===== src/rtl/muxarr_pipe_pkg.sv =====
`default_nettype none
// muxarr_pipe_pkg: sizing helpers shared by the mux-array family.
// Rev 1.0
package muxarr_pipe_pkg;

  function automatic int clog2i(input int n);
    int r;
    r = 0;
    while ((1 << r) < n) r++;
    return r;
  endfunction

  function automatic int ceildiv(input int a, input int b);
    return (a + b - 1) / b;
  endfunction

  // Number of tree levels: select bits consumed RW at a time.
  function automatic int calc_nl(input int mw, input int rx);
    return ceildiv(clog2i(mw), clog2i(rx));
  endfunction

  function automatic int calc_mp(input int mw, input int rx);
    return 1 << (clog2i(rx) * calc_nl(mw, rx));
  endfunction

endpackage
`default_nettype wire


===== src/rtl/muxarr_stage.sv =====
`default_nettype none
// muxarr_stage: one radix-RX tree level for NM channels with valid/ready register.
// Rev 1.0
module muxarr_stage
  import muxarr_pipe_pkg::*;
#(
  parameter int DW = 4,
  parameter int RX = 2,
  parameter int NW = 4,
  parameter int NM = 4,
  parameter int SP = 2
) (
  input  logic                   clk,
  input  logic                   rst_n,
  input  logic                   i_vld,
  output logic                   o_rdy,
  input  logic [NW*NM*DW-1:0]    i_data,
  input  logic [NM*SP-1:0]       i_sel,
  output logic                   o_vld,
  input  logic                   i_rdy,
  output logic [NW/RX*NM*DW-1:0] o_data,
  output logic [NM*SP-1:0]       o_sel
);

  localparam int RW = clog2i(RX);
  localparam int NO = NW / RX;

  logic                 r_vld;
  logic [NO*NM*DW-1:0]  r_data;
  logic [NM*SP-1:0]     r_sel;
  logic [NO*NM*DW-1:0]  w_red;
  logic [NM*SP-1:0]     w_shf;

  assign o_rdy = !r_vld || i_rdy;

  // Low RW select bits pick one word of each RX group; the rest shift down.
  always_comb begin
    w_red = '0;
    w_shf = '0;
    for (int c = 0; c < NM; c++) begin
      for (int w = 0; w < NO; w++) begin
        w_red[(c*NO + w)*DW +: DW] =
          i_data[(c*NW + w*RX + int'(i_sel[c*SP +: RW]))*DW +: DW];
      end
      w_shf[c*SP +: SP] = i_sel[c*SP +: SP] >> RW;
    end
  end

  always_ff @(posedge clk or negedge rst_n) begin
    if (!rst_n) begin
      r_vld  <= 1'b0;
      r_data <= '0;
      r_sel  <= '0;
    end else if (o_rdy) begin
      r_vld <= i_vld;
      if (i_vld) begin
        r_data <= w_red;
        r_sel  <= w_shf;
      end
    end
  end

  assign o_vld  = r_vld;
  assign o_data = r_data;
  assign o_sel  = r_sel;

endmodule
`default_nettype wire


===== src/rtl/muxarr_pipe.sv =====
`default_nettype none
// muxarr_pipe: NM packed MW:1 muxes as a pipelined radix-RX tree, valid/ready flow.
// Rev 1.0
module muxarr_pipe
  import muxarr_pipe_pkg::*;
#(
  parameter int DW = 4,
  parameter int MW = 4,
  parameter int NM = 4,
  parameter int RX = 2
) (
  input  logic                       clk,
  input  logic                       rst_n,
  input  logic                       in_vld,
  output logic                       in_rdy,
  input  logic [DW*MW*NM-1:0]        inp,
  input  logic [clog2i(MW)*NM-1:0]   sel,
  output logic                       out_vld,
  input  logic                       out_rdy,
  output logic [DW*NM-1:0]           out
);

  localparam int SW = clog2i(MW);
  localparam int RW = clog2i(RX);
  localparam int NL = calc_nl(MW, RX);
  localparam int MP = calc_mp(MW, RX);
  localparam int SP = NL * RW;

  logic [MP*NM*DW-1:0] w_pad;
  logic [NM*SP-1:0]    w_selp;

  // Padding inputs are zero, so any select >= MW resolves to 0.
  for (genvar i = 0; i < NM; i++) begin : g_ch
    assign w_selp[i*SP +: SP] = SP'(sel[i*SW +: SW]);
    for (genvar j = 0; j < MP; j++) begin : g_in
      if (j < MW) begin : g_real
        assign w_pad[(i*MP + j)*DW +: DW] = inp[(i*MW + j)*DW +: DW];
      end else begin : g_zero
        assign w_pad[(i*MP + j)*DW +: DW] = '0;
      end
    end
  end

  for (genvar k = 0; k < NL; k++) begin : g_lvl
    localparam int NWI = MP / (RX ** k);
    localparam int NWO = NWI / RX;

    logic                 w_vin;
    logic                 w_rout;
    logic [NWI*NM*DW-1:0] w_din;
    logic [NM*SP-1:0]     w_sin;
    logic                 w_vout;
    logic                 w_rin;
    logic [NWO*NM*DW-1:0] w_dout;
    logic [NM*SP-1:0]     w_sout;

    if (k == 0) begin : g_head
      assign w_vin = in_vld;
      assign w_din = w_pad;
      assign w_sin = w_selp;
    end else begin : g_body
      assign w_vin = g_lvl[k-1].w_vout;
      assign w_din = g_lvl[k-1].w_dout;
      assign w_sin = g_lvl[k-1].w_sout;
    end

    if (k == NL - 1) begin : g_tail
      assign w_rin = out_rdy;
    end else begin : g_link
      assign w_rin = g_lvl[k+1].w_rout;
    end

    muxarr_stage #(
      .DW (DW),
      .RX (RX),
      .NW (NWI),
      .NM (NM),
      .SP (SP)
    ) u_stage (
      .clk    (clk),
      .rst_n  (rst_n),
      .i_vld  (w_vin),
      .o_rdy  (w_rout),
      .i_data (w_din),
      .i_sel  (w_sin),
      .o_vld  (w_vout),
      .i_rdy  (w_rin),
      .o_data (w_dout),
      .o_sel  (w_sout)
    );
  end

  assign in_rdy  = g_lvl[0].w_rout;
  assign out_vld = g_lvl[NL-1].w_vout;
  assign out     = out_vld ? g_lvl[NL-1].w_dout : '0;

endmodule
`default_nettype wire

===== config.mk =====
export PLATFORM = sky130hd
export DESIGN_NAME = muxarr_pipe
export DESIGN_NICKNAME = d
export VERILOG_FILES = /design/src/rtl/muxarr_pipe_pkg.sv /design/src/rtl/muxarr_stage.sv /design/src/rtl/muxarr_pipe.sv
export SDC_FILE = /design/constraint.sdc
export NUM_CORES = 1
export LEC_CHECK = 0
export ABC_CLOCK_PERIOD_IN_PS = 2500
export BUFFER_PORTS_ARGS = -buffer_cell sky130_fd_sc_hd__buf_2
export CAP_MARGIN = 5
export CORE_ASPECT_RATIO = 1.4
export CORE_MARGIN = 1
export CORE_UTILIZATION = 38
export DETAILED_ROUTE_END_ITERATION = 10
export SLEW_MARGIN = 20
export SYNTH_ARGS = -nofsm -noshare
export SYNTH_HDL_FRONTEND = slang
export SYNTH_SLANG_ARGS = --single-unit

===== constraint.sdc =====
create_clock -name clk -period 2.5 [get_ports clk]
set_clock_uncertainty 0.05 [all_clocks]
set_input_delay 0.25 -clock clk [delete_from_list [all_inputs] [get_ports clk]]
set_output_delay 0.25 -clock clk [all_outputs]
set_load 0.01 [all_outputs]

==> results.json <==
{
  "clk_transition_reported_paths_ps": 90,
  "wl_per_cell_um": 13.6,
  "die-area_mm2": 0.00752,
  "yosys.area.top_type": "dfrtp_1",
  "rows": 36,
  "fp.dieW_um": 73.6,
  "postSynthCellCount": 254,
  "fp.coreArea_mm2": 0.00694,
  "required_ps": 2200,
  "synth_common_cells": "dfrtp_1, a21oi_1, a31oi_1, mux2i_1, and2_1",
  "cts_buffers": 5,
  "cp.arrival_ps": 1700,
  "place_congestion": 0.730,
  "ys_seq_area_share_pct": 49.6,
  "fin_crit_ps": 2000,
  "power_frac_clock_pct": 22.7,
  "die_h_um": 102,
  "clk_latency_ps": 300,
  "ys_seq_elements": 54,
  "path_class": "reg2out",
  "setup_viol": 0,
  "postRouteAntennaNets": 0,
  "swShare_pct": 29.6,
  "cts_sinks": 54,
  "slowest_stage": "dfrtp_1",
  "setup_tns_ps": 0,
  "dp_cells": 417,
  "crit_chain": "nand3b_2 -> buf_4 -> buf_2",
  "yosys_warnings": 0,
  "grt_setup_unrepaired": "false",
  "drcViolationCount": 0,
  "syn-cell-area_mm2": 0.00273,
  "hold_class": "in2reg",
  "final_nets": 406,
  "post-cts-setup-buffers": 0,
  "clock_path_buffers": 2,
  "stdcell_count": 426,
  "antenna_found_initial": 0,
  "power_leakage_nw": 1.53,
  "status": "complete, no violations",
  "p_int_mw": 1.52,
  "hold_violations": 0,
  "wirelength_mm": 5.80,
  "power.share.sequential_pct": 52.1,
  "tightest_slew_ps": 560,
  "synth_most_common_cell": "dfrtp_1",
  "drt_pass1_iterations": 4,
  "final_max_slew_viol_count": 0,
  "p_per_area_mw_per_mm2": 659,
  "hold_buffers": 1,
  "io_pins": 94,
  "cp_max_fo": 29,
  "grt_pass1_wl_mm": 9.36,
  "dp_hpwl_mm": 4.28,
  "grt_usage_pct": 16.3,
  "design_area_mm2": 0.00328,
  "initial_core_util_pct": 39.3,
  "diodes": 0,
  "critPathLaunchType": "register",
  "ir_worst_vdd_v": 0.000260,
  "max_cap_viol_count": 0,
  "htreeDepth": 2,
  "first_iter_violations": 138,
  "cts-root-buf": "clkbuf_8",
  "power_switching_uw": 640,
  "synth-edff-count": 0,
  "vias": 2162,
  "cts_tree": "done",
  "synth_area_leaders": "dfrtp_1, mux2i_1, a31oi_1",
  "post_route_cells_drive_above_1_share_pct": 33.5,
  "grt-ovfl-total": 0,
  "grt_max_degree": 38,
  "nFillCells": 697,
  "vias_per_cell": 5.08,
  "slowest_delay_ps": 620,
  "ys.flop_type": "dfrtp_1",
  "syn_area_per_cell_um2": 10.7,
  "end_kind": "output pin",
  "combPwrFrac_pct": 25.3,
  "post_cts_resized": 0,
  "finalCritPeriodShare_pct": 80.0,
  "port_buffers": 93,
  "area_delta_synth_final_pct": 20.4,
  "syn-num-nets": 330,
  "synth_top_cell_area_share_pct": 49.6,
  "dpl_cell_area_mm2": 0.00318,
  "grt_pass1_vias": 1892,
  "ys_async_sr_fraction_pct": 100,
  "synth_cell_types": 14,
  "max_freq_ghz": 0.500,
  "slew_headroom_pct": 62.7
}
cell type report:
cell class	count	area (um2)	share of cell area, %
sequential	54	1350	41.2
multi-input combinational	169	1200	36.6
timing repair buffer	100	520	15.9
tap	95	119	3.62
clock buffer	7	86.3	2.63
clock inverter	1	5.00	0.152
power groups by stage:
stage | logic, mW | clock network (mW) | registers [mW]
floorplan | 0.399 | 0 | 1.10
global placement | 0.543 | 0 | 1.14
detailed placement | 0.554 | 0 | 1.15
CTS | 0.555 | 0.515 | 1.13
global route | 0.623 | 0.541 | 1.15
finish | 0.547 | 0.490 | 1.13
cell usage in the layout (no fill, tap or decap):
cell | netlist | final
buf_2 | 11 | 93
dfrtp_1 | 54 | 54
mux2i_1 | 48 | 48
a21oi_1 | 48 | 48
a31oi_1 | 48 | 48
and2_1 | 16 | 16
clkbuf_8 | 0 | 6
buf_4 | 0 | 6
mux2_2 | 4 | 4
nand2b_1 | 3 | 3
nand3b_2 | 1 | 1
nand2_1 | 1 | 1
clkinv_2 | 0 | 1
clkbuf_1 | 6 | 1
dlygate4sd3_1 | 0 | 1
cell families (layout without fill, tap and decap cells):
family / count (synthesis) / count (layout) / synth area share (%)
AOI/OAI and AO/OA: 96 / 96 / 19.8
DFF: 54 / 54 / 49.6
muxes: 52 / 52 / 19.3
buffers and inverters: 31 / 108 / 6.38
and+or+nand+nor: 21 / 21 / 4.91
sequential cells by signal, summed over array words and instances (netlist names):
name and cells:
g_lvl.u_stage.o_sel 4, g_lvl.u_stage.o_data 48, g_lvl.u_stage.o_vld 2
per-stage QoR:
step	total power [mW]	setup slack [ps]	utilization [%]	hold slack, ps
CTS	2.20	430	47.3	128
floorplan	1.50	1240	-	-95.6
finish	2.16	500	47.3	135
detailed placement	1.70	675	45.9	207
global route	2.31	336	47.3	133
global placement	1.69	805	45.9	204
final timing paths:
| kind | slack [ps] | end | from | depth (start not counted) |
|---|---|---|---|---|
| hold / removal | 140 | g_lvl[0].u_stage.o_sel[0] | sel[1] | 2 |
| max in group asynchronous | 1170 | g_lvl[0].u_stage.o_data[11] | rst_n | 3 |
| hold reg to reg | 500 | g_lvl[1].u_stage.o_data[11] | g_lvl[1].u_stage.o_data[11] | 2 |
| setup / recovery | 500 | in_rdy | g_lvl[1].u_stage.o_vld | 3 |
| setup reg to reg | 720 | g_lvl[1].u_stage.o_data[8] | g_lvl[1].u_stage.o_vld | 4 |
| min in group asynchronous | 410 | g_lvl[0].u_stage.o_data[31] | rst_n | 2 |
routing by layer:
metal | track usage, % | wire length [um]
met1 | 23.7 | 2800
met3 | 2.66 | 239
met4 | 5.33 | 80
met2 | 24.6 | 2690
met5 | 0 | 0
worst max-delay path, delay by kind of cell (launching register included):
family / cells / cell delay, ps
buf+inv: 2 / 480
simple gates: 1 / 290
flops: 1 / 620
Power figures use the tool's default switching activity.
